===== src/rtl/gray_decoder_pipe.sv =====
// rtl/gray_decoder_pipe.sv - two-stage Gray-to-binary decoder with Hamming step checking
module gray_decoder_pipe #(
    parameter int WIDTH = 4
) (
    input  logic             clk,
    input  logic             rst_n,
    input  logic             in_valid,
    output logic             in_ready,
    input  logic [WIDTH-1:0] gray_in,
    output logic             out_valid,
    input  logic             out_ready,
    output logic [WIDTH-1:0] bin_out,
    output logic             step_err,
    output logic [7:0]       err_count
);

    typedef enum logic {UNPRIMED, PRIMED} track_t;

    track_t           state;
    logic             s1_valid;
    logic [WIDTH-1:0] s1_gray;
    logic             s1_err;
    logic [WIDTH-1:0] prev_gray;

    logic             s2_adv;
    logic             accept;
    logic [WIDTH-1:0] diff;
    logic             multi_bit;
    logic [WIDTH-1:0] bin_next;

    assign s2_adv   = !out_valid || out_ready;
    assign in_ready = rst_n && (!s1_valid || s2_adv);
    assign accept   = in_valid && in_ready;

    // Clearing the lowest set bit leaves something only when two or more bits differ.
    assign diff      = gray_in ^ prev_gray;
    assign multi_bit = |(diff & (diff - WIDTH'(1)));

    always_comb begin
        bin_next = '0;
        bin_next[WIDTH-1] = s1_gray[WIDTH-1];
        for (int i = WIDTH - 2; i >= 0; i--) begin
            bin_next[i] = bin_next[i+1] ^ s1_gray[i];
        end
    end

    always_ff @(posedge clk or negedge rst_n) begin
        if (!rst_n) begin
            state     <= UNPRIMED;
            s1_valid  <= 1'b0;
            s1_gray   <= '0;
            s1_err    <= 1'b0;
            prev_gray <= '0;
            out_valid <= 1'b0;
            bin_out   <= '0;
            step_err  <= 1'b0;
            err_count <= 8'd0;
        end else begin
            if (accept) begin
                s1_gray   <= gray_in;
                s1_err    <= (state == PRIMED) && multi_bit;
                prev_gray <= gray_in;
                state     <= PRIMED;
            end

            if (accept) begin
                s1_valid <= 1'b1;
            end else if (s2_adv) begin
                s1_valid <= 1'b0;
            end

            // Output registers only move when the consumer can take them, holding data stable under stall.
            if (s2_adv) begin
                out_valid <= s1_valid;
                if (s1_valid) begin
                    bin_out  <= bin_next;
                    step_err <= s1_err;
                end
            end

            if (out_valid && out_ready && step_err && (err_count != 8'hFF)) begin
                err_count <= err_count + 8'd1;
            end
        end
    end

endmodule


===== config.mk =====
export PLATFORM = sky130hd
export DESIGN_NAME = gray_decoder_pipe
export DESIGN_NICKNAME = d
export VERILOG_FILES = /design/src/rtl/gray_decoder_pipe.sv
export SDC_FILE = /design/constraint.sdc
export NUM_CORES = 1
export LEC_CHECK = 0
export CAP_MARGIN = 15
export CORE_ASPECT_RATIO = 1.5
export CORE_MARGIN = 4
export CORE_UTILIZATION = 43
export CTS_BUF_LIST = sky130_fd_sc_hd__clkbuf_16
export DETAILED_ROUTE_END_ITERATION = 7
export PLACE_DENSITY = 0.74
export RECOVER_POWER = 100
export SETUP_SLACK_MARGIN = 0.5
export SLEW_MARGIN = 10
export SYNTH_ARGS = -nofsm -noshare
export SYNTH_HDL_FRONTEND = slang
export SYNTH_SLANG_ARGS = --single-unit

===== constraint.sdc =====
create_clock -name clk -period 1.4 [get_ports clk]
set_clock_uncertainty 0.15 [all_clocks]
set_input_delay 0.21 -clock clk [delete_from_list [all_inputs] [get_ports clk]]
set_output_delay 0.21 -clock clk [all_outputs]
set_load 0.01 [all_outputs]

==> impl_metrics.yaml, run 1 <==
clock_tree:
  numCtsBuffers: 3
  clk_pin_slew_worst_paths_ns: 0.06
  clock_sinks: 21
  root_buffer: "clkbuf_16"
  ctsHtreeMaxLevel: 1
  clockBufferDepth: 2
  clk_latency_ns: 0.25
  cts_tree: "built"
min_path:
  hold_class: "input pin to async pin"
die:
  die_h_um: 65.79
  die-area_um2: 3060
  initial_utilization_pct: 46.08
  core_area_um2: 2077
  die_w_um: 46.52
  rows: 20
  ios: 23
synthesis:
  netlist_area_um2: 957.2
  synth_top_area_share_pct: 54.90
  yosysTopAreaCell: "dfrtp_1"
  yosysWarningCount: 0
  ys_seq_elements: 21
  synthTopCellsByArea: "dfrtp_1 (55%), mux2_1 (9.4%), xnor2_1 (8.2%)"
  syn_avg_cell_area_um2: 11.96
  ys_seq_area_share_pct: 54.90
  synth_nets: 89
  synthDistinctLibCells: 26
  synthCells: 80
timing:
  finalWorstSetupSlack_ns: -0.09081
  setup_viol: 11
  setup_tns_ns: -0.6932
  slew_headroom_pct: 63.98
  finalCritPeriodShare_pct: 106.5
  fmax_mhz: 670.8
  slew_violations: 0
  tightest_slew_ns: 0.5403
  whs_ns: 0.1042
  hold_violations: 0
  fin_crit_ns: 1.491
  rsz0062_at_grt: "true"
worst_setup_path:
  cp.arrival_ns: 1.47
  reg2reg_from: "s1_valid$_DFFE_PN0P_"
  cpMaxStageDelayCell: "dfrtp_1"
  cp-start-kind: "flip-flop"
  endpoint_kind: "flip-flop"
  r2r-end: "prev_gray[1]$_DFFE_PN0P_"
  cp_common_cell: "buf_4"
  cp_max_fo: 7
  required_ns: 1.38
  max_stage_delay_ns: 0.37
  crit_chain: "nand3b_1 > buf_4 > nor2b_1 > buf_4 > mux2_4"
  crit_type: "flip-flop to flip-flop"
  rrSetupSlack_ns: -0.09
  r2r_cells: 5
drt:
  vias: 789
  wl_per_cell_um: 15.05
  drtIter0Drc: 25
  routed_wl_um: 2348
  drtAntennaViolNets: 0
  viasPerCell: 5.058
  dr.pass1.iters: 4
  drc: 0
power_and_ir_drop:
  p_leak_nw: 0.7574
  powerDensity_nw_per_um2: 1691
  ir_drop_mv: 1.334
placement:
  placed_area_um2: 1383
  gp_congestion: 0.8222
  dp.cells: 140
  place.port_buffers: 22
  dpl.hpwl_um: 1586
cells_and_area:
  final_area_um2: 1580
  instances_no_fill: 156
  final_common_cell: "buf_4"
  drive_gt1_share_pct: 55.22
  area_growth_pct: 65.10
  nets: 144
  diodes: 0
  nFillCells: 151
  final_cell_mix: "buf_4 (23), dfrtp_1 (20), buf_6 (11)"
run_status:
  violations: "negative setup slack"
  outcome: "finished, violations left"
global_routing:
  antenna_found_initial: 0
  grt_pass1_wl_um: 3801
  grt_pass1_vias: 895
  overflow: 0
  grtUsageTotal_pct: 17.36
  grt_max_degree: 22
run:
  cap_violations: 0
-- cell usage after synthesis, drive strengths merged --
cell,instances
dfrtp,21
mux2,9
nand2,9
xnor2,9
a21oi,3
and3,3
nand3,3
nor2,3
o21ai,3
nand2b,2
nand4,2
o211ai,2
xor2,2
a2bb2oi,1
and2,1
buf,1
ha,1
mux2i,1
nand3b,1
nor2b,1
nor3b,1
or2,1
-- critical path, delay by kind of cell, from the launching register on --
kind | cells | cell delay [ns]
buffers and inverters | 2 | 0.31
AND/OR/NAND/NOR | 2 | 0.24
multiplexers | 1 | 0.31
flip-flops | 1 | 0.37
-- cells by family (layout without fill, tap and decap cells) --
family | count (synthesis) | count (layout) | share of synthesized area, %
adders and majority gates | 1 | 1 | 1.307
muxes | 10 | 10 | 12.03
AOI/OAI and AO/OA | 9 | 9 | 5.620
buffers and inverters | 1 | 55 | 0.5224
and+or+nand+nor | 27 | 27 | 15.56
xor gates and xnor gates | 11 | 11 | 10.07
DFF | 21 | 21 | 54.90
-- power breakdown --
group	total, W	internal [W]	switching (W)
sequential	0.000921	0.000778	0.000143
clock	0.000596	0.000383	0.000213
combinational	0.00116	0.000713	0.000443
total	0.00267	0.00187	0.000798
-- cell type report --
cell class,count,area [um^2],share of cell area (%)
clock buffer,3,75.07,4.751
clock inverter,1,5.005,0.3167
tap,22,27.53,1.742
timing repair buffer,51,414.1,26.21
multi-input combinational,58,531.8,33.65
sequential,21,526.8,33.33
-- metal layers --
| layer | vias up | GRT usage [%] | share of wire (%) |
|---|---|---|---|
| met2 | 16 | 32.59 | 58 |
| met1 | 385 | 18.77 | 37 |
| li1 | 386 | - | - |
| met3 | 2 | 2.452 | 4.1 |
| met5 | - | 0 | 0 |
| met4 | 0 | 5.338 | 0.38 |
-- flip-flops by register name, indices dropped and copies added (netlist names) --
register and cells:
s1_err 1, out_valid 1, state 1, bin_out 4
step_err 1, err_count 8, s1_valid 1, prev_gray 4
-- worst max path at each step --
| stage | from | end | cells past startpoint |
|---|---|---|---|
| 2_1_floorplan | err_count[0]$_DFFE_PN0P_ | err_count[1]$_DFFE_PN0P_ | 4 |
| 3_3_place_gp | out_ready | in_ready | 4 |
| 3_5_place_dp | out_ready | in_ready | 4 |
| 4_1_cts | s1_valid$_DFFE_PN0P_ | prev_gray[1]$_DFFE_PN0P_ | 5 |
| 5_1_grt | out_valid$_DFFE_PN0P_ | err_count[7]$_DFFE_PN0P_ | 5 |
| 6_report | s1_valid$_DFFE_PN0P_ | prev_gray[1]$_DFFE_PN0P_ | 5 |
-- what timing repair did --
item	in CTS	in global routing
setup buffers	10	2
endpoints found under the setup margin	36	36
pin swaps	6	3
gates resized for setup	79	3
endpoints found under the hold margin	21	0
-- through the flow --
step / utilization (%) / setup WS (ns) / total power [W]
2_1_floorplan: - / -0.1084 / 0.001329
3_3_place_gp: 66.57 / -0.4226 / 0.001793
3_5_place_dp: 66.57 / -0.4303 / 0.001831
4_1_cts: 74.82 / -0.08688 / 0.002634
5_1_grt: 76.08 / -0.1509 / 0.002830
6_report: 76.08 / -0.09081 / 0.002672
(Power assumes the default switching activity.)
==> run 2, diff against run 1 <==
Settings changed: PLACE_DENSITY 0.74 to 0.83, SLEW_MARGIN 10 to unset.
==> impl_metrics.yaml, run 2 (synthesis gave the netlist of run 1 again) <==
run_status:
  outcome: "finished, violations left"
  violations: "negative setup slack"
placement:
  place.port_buffers: 22
  gp_congestion: 0.8281
  dpl.hpwl_um: 1609
  dp.cells: 140
global_routing:
  grt_max_degree: 19
  grtUsageTotal_pct: 17.54
  antenna_found_initial: 0
  grt_pass1_wl_um: 3698
  grt_pass1_vias: 856
  overflow: 0
timing:
  finalCritPeriodShare_pct: 107.1
  rsz0062_at_grt: "true"
  finalWorstSetupSlack_ns: -0.09954
  tightest_slew_ns: 0.4475
  slew_headroom_pct: 70.17
  setup_viol: 13
  fin_crit_ns: 1.500
  slew_violations: 0
  fmax_mhz: 666.9
  hold_violations: 0
  setup_tns_ns: -0.8676
worst_setup_path:
  rrSetupSlack_ns: -0.1
  crit_chain: "nand3b_1 > buf_4 > nor2b_4 > buf_6 > mux2_4"
  critPathTopFamily: "flip-flops"
  crit_buf_inv: 2
  r2r_cells: 5
  reg2reg_from: "out_valid$_DFFE_PN0P_"
  r2r-end: "prev_gray[0]$_DFFE_PN0P_"
  cp.arrival_ns: 1.49
  cp-start-kind: "flip-flop"
  max_stage_delay_ns: 0.40
  required_ns: 1.39
  path_depth: 5
  cpMaxStageDelayCell: "dfrtp_1"
  cp_max_fo: 7
  endpoint_kind: "flip-flop"
  crit_type: "flip-flop to flip-flop"
die:
  die_w_um: 46.52
  rows: 20
  core_area_um2: 2077
  ios: 23
  initial_utilization_pct: 46.08
  die-area_um2: 3060
  die_h_um: 65.79
cells_and_area:
  final_cell_mix: "buf_4 (22), dfrtp_1 (20), buf_6 (13)"
  largestRegisters: "err_count x8, bin_out x4, prev_gray x4"
  area_growth_pct: 70.46
  nets: 148
  instances_no_fill: 160
  final_common_cell: "buf_4"
  drive_gt1_share_pct: 55.07
  top_register: "err_count"
  largest_reg_flops: 8
  diodes: 0
  utilization_pct: 78.55
  nFillCells: 124
clock_tree:
  cts_tree: "built"
  ctsHtreeMaxLevel: 1
  clk_pin_slew_worst_paths_ns: 0.06
  clock_sinks: 21
  clockBufferDepth: 2
  clk_latency_ns: 0.25
  numCtsBuffers: 3
  root_buffer: "clkbuf_16"
drt:
  drc: 0
  routed_wl_um: 2586
  vias: 839
  drtIter0Drc: 11
  wl_per_cell_um: 16.16
  viasPerCell: 5.244
  drtAntennaViolNets: 0
  dr.pass1.iters: 4
power_and_ir_drop:
  p_leak_nw: 0.8013
  powerDensity_nw_per_um2: 1647
  ir_drop_mv: 1.074
  power_w: 0.002687
min_path:
  hold_class: "input pin to async pin"
run:
  cap_violations: 0
run 2: area by class of cell:
| cell class | instances | area, um^2 | share of cell area (%) |
|---|---|---|---|
| well taps | 22 | 27.53 | 1.687 |
| clock inverters | 1 | 3.754 | 0.2301 |
| flip-flops and latches | 21 | 526.8 | 32.29 |
| clock buffers | 3 | 75.07 | 4.601 |
| multi-input cells | 58 | 550.5 | 33.74 |
| repair buffers | 55 | 447.9 | 27.45 |
run 2: report_power, final:
part / switching [W] / internal (W) / leakage (nW)
Sequential: 0.000155 / 0.000778 / 0.252
Combinational: 0.000443 / 0.000715 / 0.507
Clock: 0.000216 / 0.000381 / 0.0423
run 2: worst max path at each step:
stage / start / end
after global placement: out_ready / in_ready
after detailed placement: out_ready / in_ready
after global routing: out_valid$_DFFE_PN0P_ / err_count[7]$_DFFE_PN0P_
after CTS: out_valid$_DFFE_PN0P_ / err_count[6]$_DFFE_PN0P_
after floorplan: err_count[0]$_DFFE_PN0P_ / err_count[1]$_DFFE_PN0P_
final: out_valid$_DFFE_PN0P_ / prev_gray[0]$_DFFE_PN0P_
run 2: metal layers:
metal	up-vias	part of all wire, %	track usage, %
met5	-	0	0
met4	0	3.4	10.32
met3	10	5.1	3.270
met2	31	55	31.55
met1	401	36	17.43
li1	397	-	-
run 2: metrics by stage:
step	hold slack [ns]	instance area, um^2	setup WS (ns)
floorplan	-0.2356	1015	-0.1084
global placement	0.2970	1383	-0.4235
detailed placement	0.3138	1383	-0.4493
CTS	0.01043	1546	-0.1087
global route	0.1355	1632	-0.1648
finish	0.07029	1632	-0.09954
run 2: repair_timing:
item | CTS | global route
endpoints found under the setup margin | 36 | 39
hold buffers | 1 | 0
gates resized for setup | 73 | 15
pin swaps | 3 | 9
setup buffers | 8 | 7
endpoints found under the hold margin | 3 | 0
